## src/rtl/alu_cmd_encoder.sv

```systemverilog
// alu_cmd_encoder
//   Command-side counterpart of the ALU function decoder. Arbitrates up to
//   four client requests round-robin, encodes the winner onto Alu_fun,
//   strobes Alu_valid for one cycle and tracks the command until Alu_done
//   or a timeout.
//
// Parameters
//   TIMEOUT   maximum number of WAIT cycles before a command is abandoned
//             (1 .. 2**CNT_W-1)
//   CNT_W     width of the wait counter
//
// Ports
//   CLK          in   rising-edge clock
//   RST          in   asynchronous active-high reset
//   Req[3:0]     in   level requests: 0 arith, 1 logic, 2 cmp, 3 shift
//   Alu_done     in   completion pulse from the ALU
//   Alu_fun[1:0] out  encoded function (index of granted request)
//   Alu_valid    out  one-cycle command strobe
//   Grant[3:0]   out  one-hot grant, held for the whole transaction
//   Ack[3:0]     out  one-hot one-cycle completion pulse
//   Busy         out  high in ISSUE and WAIT
//   Timeout_err  out  one-cycle pulse when a command is abandoned
module alu_cmd_encoder #(
    parameter int TIMEOUT = 15,
    parameter int CNT_W   = 4
) (
    input  logic       CLK,
    input  logic       RST,
    input  logic [3:0] Req,
    input  logic       Alu_done,
    output logic [1:0] Alu_fun,
    output logic       Alu_valid,
    output logic [3:0] Grant,
    output logic [3:0] Ack,
    output logic       Busy,
    output logic       Timeout_err
);

    typedef enum logic [1:0] {
        S_IDLE  = 2'd0,
        S_ISSUE = 2'd1,
        S_WAIT  = 2'd2
    } state_t;

    localparam logic [CNT_W-1:0] CNT_LAST = CNT_W'(TIMEOUT - 1);

    state_t           state, state_n;
    logic [1:0]       ptr, ptr_n;
    logic [CNT_W-1:0] cnt, cnt_n;

    logic [1:0]       fun_n;
    logic             valid_n;
    logic [3:0]       grant_n;
    logic [3:0]       ack_n;
    logic             busy_n;
    logic             terr_n;

    // Round-robin pick: first set request at or above ptr, wrapping mod 4.
    logic [1:0]       sel_idx;
    logic [3:0]       sel_oh;
    logic             sel_found;

    always_comb begin
        sel_idx   = ptr;
        sel_found = 1'b0;
        for (int unsigned i = 0; i < 4; i++) begin
            logic [1:0] idx;
            idx = ptr + 2'(i);
            if (!sel_found && Req[idx]) begin
                sel_idx   = idx;
                sel_found = 1'b1;
            end
        end
        sel_oh = 4'b0001 << sel_idx;
    end

    always_ff @(posedge CLK or posedge RST) begin
        if (RST) begin
            state       <= S_IDLE;
            ptr         <= '0;
            cnt         <= '0;
            Alu_fun     <= '0;
            Alu_valid   <= 1'b0;
            Grant       <= '0;
            Ack         <= '0;
            Busy        <= 1'b0;
            Timeout_err <= 1'b0;
        end else begin
            state       <= state_n;
            ptr         <= ptr_n;
            cnt         <= cnt_n;
            Alu_fun     <= fun_n;
            Alu_valid   <= valid_n;
            Grant       <= grant_n;
            Ack         <= ack_n;
            Busy        <= busy_n;
            Timeout_err <= terr_n;
        end
    end

    // Next-state and next-output logic; outputs are registered so every
    // value computed here appears in the cycle of the state it leads into.
    always_comb begin
        state_n = state;
        ptr_n   = ptr;
        cnt_n   = cnt;
        fun_n   = Alu_fun;
        valid_n = 1'b0;
        grant_n = Grant;
        ack_n   = '0;
        busy_n  = 1'b0;
        terr_n  = 1'b0;

        case (state)
            S_IDLE: begin
                if (Req != 4'b0000) begin
                    fun_n   = sel_idx;
                    grant_n = sel_oh;
                    valid_n = 1'b1;
                    busy_n  = 1'b1;
                    state_n = S_ISSUE;
                end
            end

            S_ISSUE: begin
                cnt_n   = '0;
                busy_n  = 1'b1;
                state_n = S_WAIT;
            end

            S_WAIT: begin
                busy_n = 1'b1;
                // Done is checked first so it wins on the timeout boundary.
                if (Alu_done) begin
                    ack_n   = Grant;
                    grant_n = '0;
                    busy_n  = 1'b0;
                    ptr_n   = Alu_fun + 2'd1;
                    state_n = S_IDLE;
                end else if (cnt == CNT_LAST) begin
                    terr_n  = 1'b1;
                    grant_n = '0;
                    busy_n  = 1'b0;
                    ptr_n   = Alu_fun + 2'd1;
                    state_n = S_IDLE;
                end else begin
                    cnt_n = cnt + CNT_W'(1);
                end
            end

            default: begin
                grant_n = '0;
                state_n = S_IDLE;
            end
        endcase
    end

endmodule

```

## config.mk

```make
export PLATFORM = sky130hd
export DESIGN_NAME = alu_cmd_encoder
export DESIGN_NICKNAME = d
export VERILOG_FILES = /design/src/rtl/alu_cmd_encoder.sv
export SDC_FILE = /design/constraint.sdc
export NUM_CORES = 1
export LEC_CHECK = 0
export ABC_AREA = 1
export CAP_MARGIN = 20
export CORE_MARGIN = 2
export CORE_UTILIZATION = 35
export CTS_CLUSTER_DIAMETER = 200
export DETAILED_ROUTE_END_ITERATION = 7
export PLACE_DENSITY = 0.65
export SLEW_MARGIN = 20
export SYNTH_ARGS = -nofsm -noshare
export SYNTH_HDL_FRONTEND = slang
export SYNTH_SLANG_ARGS = --single-unit
```

## constraint.sdc

```tcl
create_clock -name CLK -period 1.9 [get_ports CLK]
set_input_delay 0.38 -clock CLK [delete_from_list [all_inputs] [get_ports CLK]]
set_output_delay 0.38 -clock CLK [all_outputs]
set_load 0.01 [all_outputs]
```

Word-level counts from Yosys, hierarchy flattened
Cells that the tools add are included.
{"block": "word_totals", "output_inout_bits": 13, "elab_cells": 79, "regBits": 21}
{"block": "classes", "n_eq_ne": 7, "muxes": 37, "addsub": 5, "n_reduce_logical": 15, "n_bitwise": 1, "shift": 1, "n_lt_le_gt_ge": 4}
{"op": "two-way mux 4 bit", "count": 7}
{"op": "two-way mux 2 bit", "count": 8}
{"op": "two-way mux 1 bit", "count": 14}
{"op": "< comparator 2 x 3 -> 1 bit, second input constant", "count": 4}
{"op": "case mux 4 bit (3 select lines)", "count": 1}
{"op": "binary-select mux 1 bit (select 2 bit)", "count": 4}
{"op": "case mux 4 bit (2 select lines)", "count": 1}
{"op": "inequality test 2 bit, second input constant", "count": 3}
{"op": "case mux 2 bit (3 select lines)", "count": 1}
{"op": "AND reduction 2 bit", "count": 3}
{"op": "AND reduction 3 bit", "count": 2}
{"op": "adder 2 x 1 -> 2 bit, second input constant", "count": 2}
{"op": "adder 2 bit, second input constant", "count": 2}
{"op": "adder 4 x 1 -> 4 bit, second input constant", "count": 1}
{"op": "== test 4 bit, second input constant", "count": 1}
{"op": "nonzero test 2 bit", "count": 2}
{"op": "nonzero test 4 bit", "count": 1}
{"op": "left shift 1 x 2 -> 4 bit, first input constant", "count": 1}
{"op": "logical AND 1 bit", "count": 3}
{"op": "zero test 1 bit", "count": 3}
{"op": "inequality test 3 bit, second input constant", "count": 1}
{"op": "case mux 1 bit (3 select lines)", "count": 1}
{"op": "== test 2 x 1 -> 1 bit, second input constant", "count": 1}
{"op": "== test 2 bit, second input constant", "count": 1}
{"op": "2 further kinds", "count": 2}

Depth between registers and ports, before layout
{"block": "logic_depth", "word_depth": 15, "mapped_depth": 14, "depth_no_buf": 13}

Worst setup path before layout
No wires, ideal clock.
{"block": "synth_timing", "path_kind": "flip-flop to flip-flop", "from": "register cnt[0]", "to": "register Grant[0]", "t_arrival_ns": 1.316, "t_required_ns": 1.784, "slack_ns": 0.468, "path_buffers": 0, "stages_incl_launch_ff": 12, "cell_sequence": "dfrtp_1 -> inv_1 -> ha_1 -> nand3_1 -> nand2_1 -> inv_1 -> nand2_1 -> o21ai_0 -> inv_1 -> nand2_1 -> nand2_1 -> nand2_1"}
{"block": "synth_via", "elab_chain_len": 3}
{"item": "start, declared", "line_no": "49", "source": "logic [CNT_W-1:0] cnt, cnt_n;"}
{"item": "start signal, assigned", "line_no": "91", "source": "cnt <= cnt_n;"}
{"item": "== test 4 bit", "line_no": "140", "source": "end else if (cnt == CNT_LAST) begin"}
{"item": "inequality test 3 bit (no line)"}
{"item": "AND reduction 3 bit (no line)"}
{"item": "end signal, assigned", "line_no": "94", "source": "Grant <= grant_n;"}
{"item": "end, declared", "line_no": "33", "source": "output logic [3:0] Grant,"}
No other way between the ends.
A chain may end at the register's enable or synchronous reset.

Worst setup path after layout
{"block": "layout_timing", "from": "register ptr[1]", "to": "register Grant[3]"}
{"block": "layout_via", "elab_chain_len": 15}
{"item": "start, declared", "line_no": "48", "source": "logic [1:0] ptr, ptr_n;"}
{"item": "start signal, assigned", "line_no": "90", "source": "ptr <= ptr_n;"}
{"item": "branches (longest 11 deep; another with adder 2 x 1 -> 2 bit)"}
{"item": "two-way mux 2 bit *", "line_no": "69", "source": "if (!sel_found && Req[idx]) begin"}
{"item": "left shift 1 x 2 -> 4 bit *", "line_no": "74", "source": "sel_oh = 4'b0001 << sel_idx;"}
{"item": "two-way mux 4 bit *", "line_no": "116", "source": "if (Req != 4'b0000) begin"}
{"item": "case mux 4 bit (3 select lines) *", "line_no": "114", "source": "case (state)"}
Mark *: on every way between the ends. The select of a mux whose other input is x is not followed.

==> reports/results.ini <==
[power_and_ir_drop]
pwr-share-clk_pct = 11.7
p_per_area_nw_per_um2 = 1506
switching_share_pct = 47.40
intPower_uw = 1275
seqPwrFrac_pct = 29.2
p_sw_uw = 1149
combinationalPowerShare_pct = 59.2
peakVddDrop_uv = 564.8
p_leak_uw = 0.0008419

[logic_synthesis]
yosys_register_bits = 21
ys_seq_area_share_pct = 40.46
syn-mean-instance-area_um2 = 7.338
synth.distinct_cells = 23
synth.top_cell.area_share_pct = 40.46
netlist_area_um2 = 1299
syn_inst = 177
ys_warn_count = 0
synth.net_count = 186
synth_area_leaders = dfrtp_1 (40%), nand2_1 (22%), nand3_1 (5.0%)
synth_top_cell_by_area = dfrtp_1

[timing]
fmax_mhz = 601.9
finalWorstSetupSlack_ps = 238.7
period_share_pct = 87.44
rsz0062_at_grt = no
fin_crit_ps = 1661
slew_viol_final = 0
relSlewSlack_pct = 74.08
setup_viol = 0
hold_violations = 0
worst_pin_slew_ps = 388.8
fin_skew_ps = 0.8460

[layout]
fillCellCount = 358
finalNonFillerCells = 251
layout.nets = 213
diodes = 0
syn_to_final_growth_pct = 23.89
fin_util_pct = 44.62
drive_gt1_share_pct = 16.26
seq_area_um2 = 525.5
postLayoutCellArea_um2 = 1609
multiInputGateArea_um2 = 663.1

[worst_setup_path]
crit_slowest_cell = dfrtp_1
cp_common_cell = nand2_1
critPathKind = flop to flop
critPathArrivalTime_ps = 1810
crit_family = simple AND/OR/NAND/NOR gates
worstSetupEndpointType = flop
cp_data_required_time_ps = 2050
path_buf_inv = 2
startpoint_type = flop
worstPathMaxFanout = 8
crit_chain = inv_4 -> nand2_1 -> nand2_4 -> nand2_1 -> nand2_2 -> nand3_2 -> inv_1 -> nand2_1 -> nand3_1 -> nand2_2 -> nand2_1 -> nand2_1
max_stage_delay_ps = 520

[placement]
placed_area_um2 = 1564
dp_cells = 247
dp_slack_ps = -10.87
dpl.hpwl_um = 1905
placement.io_buffers = 19
place_congestion = 0.8392

[global_routing]
grt_pass1_wl_um = 4360
grt_antenna_before_repair = 0
grt_use_total_pct = 13.28
grt_max_degree = 22
grt-ovfl-total = 0
grt_pass1_vias = 972

[clock_tree]
tritoncts = yes
cts_resized = 0
clk_latency_ps = 260
root_buffer = clkbuf_8
htreeDepth = 1
cts_buffer_depth = 2
postCtsSetupBuffers = 0
cts_buffers = 3
cts_hold_buf = 0
clk_pin_slew_ps = 70
clock_sink_count = 21

[floorplanning]
rows = 22
fp.coreArea_um2 = 3606
ios = 20
dieHeight_um = 64.92
design.die.area_um2 = 4214
die_width_um = 64.92
start_util_pct = 36.02

[route]
wl_um = 2443
drt-pass1-iter-count = 5
viasPerCell = 4.498
vias = 1129
wl_per_cell_um = 9.733
drc_errors = 0
antenna_left = 0
drtIter0Drc = 39

[run]
drv_cap = 0

[worst_hold_path]
hold_class = primary input to async pin

[outcome]
status = completed

[registers in the layout, indices dropped and copies added, names as in the netlist]
register / flops
Ack: 4
Alu_fun: 2
Alu_valid: 1
Busy: 1
Grant: 4
Timeout_err: 1
cnt: 4
ptr: 2
state: 2
[final cells by class]
class	instances	share of cell area, %
multi-input combinational	133	41.21
inverter	20	4.977
tap	48	3.733
timing repair buffer	25	14.62
sequential	21	32.66
clock buffer	4	2.799
[Yosys cell counts (all sizes together)]
cell type   n
ha          2
inv        20
nor2       13
nor3        1
xnor2       1
xor2        2
buf         3
dfrtp      21
nor4        1
nand2      89
nand3      16
o21ai       5
a21oi       2
o31ai       1
[worst reg2reg max path: stages (launching register included)]
cell and delay [ps]:
dfrtp_1 520, inv_4 160, nand2_1 100, nand2_4 100
nand2_1 70, nand2_2 90, nand3_2 90, inv_1 80
nand2_1 50, nand3_1 110, nand2_2 70, nand2_1 70
nand2_1 50
[cells in the final DEF (no fill, tap or decap), types with 3 or more instances in the layout]
cell              n
buf_4             6
nand2_1          75
o21ai_0           5
nor2_1           10
clkdlybuf4s50_1  19
nand2_4           5
clkbuf_8          3
inv_1            16
nand3_1          13
dfrtp_1          21
nand2_2           9
[through the flow]
step                hold slack (ps)  setup TNS (ps)  total power (uW)
detailed placement            502.7          -29.53              2155
floorplan                     356.5               0              1785
finish                        440.7               0              2423
CTS                           444.7               0              2447
global placement              502.8          -84.11              2151
global route                  464.2               0              2685
[power groups by stage]
stage / combinational, uW / sequential [uW] / clock (uW)
2_1_floorplan: 1080 / 707 / 0
3_3_place_gp: 1440 / 715 / 0
3_5_place_dp: 1440 / 713 / 0
4_1_cts: 1450 / 706 / 295
5_1_grt: 1640 / 728 / 318
6_report: 1430 / 707 / 283
[path summary, 6_finish.rpt]
check                      startpoint  endpoint  slack (ps)  depth (start not counted)
setup / recovery               ptr[1]  Grant[3]         240                         12
hold / removal                    RST    Ack[3]         440                          3
setup reg to reg               ptr[1]  Grant[3]         240                         12
hold reg to reg              Grant[1]  Grant[1]         510                          2
max in group asynchronous         RST    cnt[2]        1250                          3
min in group CLK             Grant[1]  Grant[1]         510                          2
[per-layer routing]
layer  global-route usage, %  vias up  wire length (um)
li1                        -      601                 -
met1                   18.74      507              1296
met2                   20.36       17              1033
met3                   3.299        4                82
met4                   3.191        0                29
met5                       0        -                 0
[kinds of logic (layout without fill, tap and decap cells)]
kind of cell	Yosys count	in the layout	share of synthesized area [%]
buffers and inverters	23	49	8.478
DFF	21	21	40.46
and+or+nand+nor	120	120	43.83
xor gates and xnor gates	3	3	2.023
AOI/OAI and AO/OA	8	8	3.275
adders and majority gates	2	2	1.926
No activity file was read; power rests on OpenSTA's default activity.
==> RTL edit, RTL diff (same settings) <==
The output `Timeout_err` loses its register stage (`Timeout_err` becomes a continuous assignment). Comments in the files are not updated.
--- a/src/rtl/alu_cmd_encoder.sv
+++ b/src/rtl/alu_cmd_encoder.sv
@@ -85,5 +85,4 @@
             Ack         <= '0;
             Busy        <= 1'b0;
-            Timeout_err <= 1'b0;
         end else begin
             state       <= state_n;
@@ -95,7 +94,8 @@
             Ack         <= ack_n;
             Busy        <= busy_n;
-            Timeout_err <= terr_n;
         end
     end
+
+    assign Timeout_err = terr_n;
 
     // Next-state and next-output logic; outputs are registered so every
Behaviour: same outputs for any inputs over 10 cycles, from zero or initial values and one cycle with RST high; that may be too few to reach the edited logic, so the function may still have changed.
==> RTL edit against the original RTL <==
- synthesized cell count fell by 0.56%
- sequential cell count down 1
- hold slack worse by 0.13 ns
- area after synthesis down 4.4%
- die area shrank 4.2%
- worst setup slack worse by 0.14 ns
- count of clock-buffer cells in the layout did not move
- sequential power is 6.1% lower
- total power is 2.6% lower
- wire length rose by 3.5%
- clock power is 14% lower
- final area shrank 1.7%
- first-iteration DRC count is 5.1% lower
- critical path type is now flop to output port
==> RTL edit: results (changes against the original RTL) <==
Run status
  • Status: finished, final reports clean (unchanged)

Worst setup path
  • Crit path DAT: 1.43 ns (was 1.81 ns)
  • Crit-path max cell delay: 0.41 ns (was 0.52 ns)
  • Crit Path Max Fanout: 3 (was 8)
  • Family with the most delay on the worst path: flip-flops (was simple AND/OR/NAND/NOR gates)

Placed design
  • GPL Wtd Cong: 0.8244 (was 0.8392)
  • DP Cell Count: 245 (was 247)
  • Post-DP HPWL: 1.928 mm (was 1.905 mm)

Clock tree
  • Clock-pin slew on the worst setup and hold paths: 0.11 ns (was 0.07 ns)
  • Longest Clk Path Bufs: 2 (unchanged)
  • H-Tree Depth: 1 (unchanged)
  • Worst skew pair latency: 0.30 ns (was 0.26 ns)
  • Clk root buf: clkbuf_4 (was clkbuf_8)
  • CTS Buf Count: 3 (unchanged)

Worst hold path
  • Worst Hold Class: input port to asynchronous set/reset pin (unchanged)

Cells and area
  • Largest registers: Ack x4, Grant x4, cnt x4 (unchanged)
  • Final net count: 216 (was 213)
  • Number of filler cells placed in the layout: 348 (was 358)
  • Layout cell share with drive strength beyond 1: 17.48% (was 16.26%)

Power
  • Leak pwr: 0.8455 nW (was 0.8419 nW)
  • Peak supply drop: 0.0007980 V (was 0.0005648 V)

Routing
  • WL/cell: 10.04 µm (was 9.733 µm)
  • Via count: 1153 (was 1129)
  • Routed WL: 2.529 mm (was 2.443 mm)
  • DRT Pass-1 Iters: 4 (was 5)
  • DR iter-0 viols: 37 (was 39)

Synth
  • Syn_area_per_cell: 7.052 µm² (was 7.338 µm²)
  • Post-synth top cells: nand2_1 (78), dfrtp_1 (20), inv_1 (17), nand3_1 (15), nor2_1 (11) (was nand2_1 (75), dfrtp_1 (21), inv_1 (16), nand3_1 (13), nor2_1 (10))
  • Synthesized Nets: 185 (was 186)
  • Top cells by area, synth: dfrtp_1 (40%), nand2_1 (24%), nand3_1 (6.0%) (was dfrtp_1 (40%), nand2_1 (22%), nand3_1 (5.0%))
  • Post-synth ARST share: 100.0% (unchanged)
  • Synth unique cells: 19 (was 23)
  • Register area share after synthesis: 40.32% (was 40.46%)

Global routing
  • Pin count of the biggest net entering global routing: 14 (was 22)
  • Initial antenna violation count: 0 (unchanged)
  • Vias in the first global route: 1126 (was 972)
  • First-pass GRT wire length: 4.761 mm (was 4.360 mm)
  • Total track usage: 14.45% (was 13.28%)

STA
  • Slew margin rel.: 79.93% (was 74.08%)
  • Layout Skew: 0.003324 ns (was 0.0008460 ns)
## RTL edit: timing repair
| action | in CTS | in global routing |
|---|---|---|
| setup endpoints to repair | 1 | 6 |
| setup buffers | 0 | 3 |
| gates resized for setup | 3 | 5 |
## RTL edit: metrics by stage
| stage | setup WS (ns) | power (mW) | hold slack, ns | setup TNS, ns | instance area, µm² |
|---|---|---|---|---|---|
| after floorplan | 0.4643 | 1.701 | 0.3438 | 0 | 1241 |
| after CTS | 0.001942 | 2.319 | 0.3030 | 0 | 1545 |
| final | 0.09384 | 2.361 | 0.3075 | 0 | 1582 |
| after detailed placement | -0.05398 | 2.066 | 0.4966 | -0.2046 | 1508 |
| after global placement | -0.04437 | 2.049 | 0.4924 | -0.05154 | 1508 |
| after global routing | -0.001079 | 2.649 | 0.3259 | -0.001079 | 1582 |
## RTL edit: path summary, 6_finish.rpt
path	from	end	slack (ns)	depth (start not counted)
max in group asynchronous	RST	ptr[1]	1.11	3
worst max register to register	ptr[0]	Alu_fun[1]	0.26	12
min in group CLK	Grant[0]	Grant[0]	0.52	2
worst min-delay path	RST	cnt[3]	0.31	2
worst min register to register	Grant[0]	Grant[0]	0.52	2
worst max-delay path	cnt[0]	Timeout_err	0.09	5
## RTL edit: layer usage
metal / GRT usage [%] / vias up / routed length [µm]
met1: 18.74 / 531 / 1237
met3: 3.214 / 2 / 72
li1: - / 603 / -
met2: 24.87 / 17 / 1203
met4: 2.446 / 0 / 15
met5: 0 / - / 0
## RTL edit: logic make-up (layout without fill, tap and decap cells)
logic type / Yosys count / after routing / share of synthesized area [%]
AOI/OAI and AO/OA: 9 / 9 / 3.629
xor gates and xnor gates: 1 / 1 / 0.7058
buffers and inverters: 24 / 54 / 9.476
adders and majority gates: 2 / 2 / 2.016
DFF: 20 / 20 / 40.32
and+or+nand+nor: 120 / 120 / 43.85
## RTL edit: worst register-to-register path, delay by kind of cell, from the launching register on
kind	cells	cell delay, ns
buffers and inverters	2	0.30
flip-flops	1	0.40
AND/OR/NAND/NOR	10	0.85
## RTL edit: cell type report
class                           instances  share of cell area [%]
Clock buffer                            4                   2.294
Inverter                               21                   5.459
Multi-Input combinational cell        132                   40.03
Sequential cell                        20                   31.72
Tap cell                               46                   3.639
Timing Repair Buffer                   29                   16.85
## RTL edit: power by group
group / total (mW) / switching [mW] / internal (mW)
Sequential: 0.664 / 0.101 / 0.562
Combinational: 1.46 / 0.892 / 0.564
Clock: 0.242 / 0.125 / 0.117
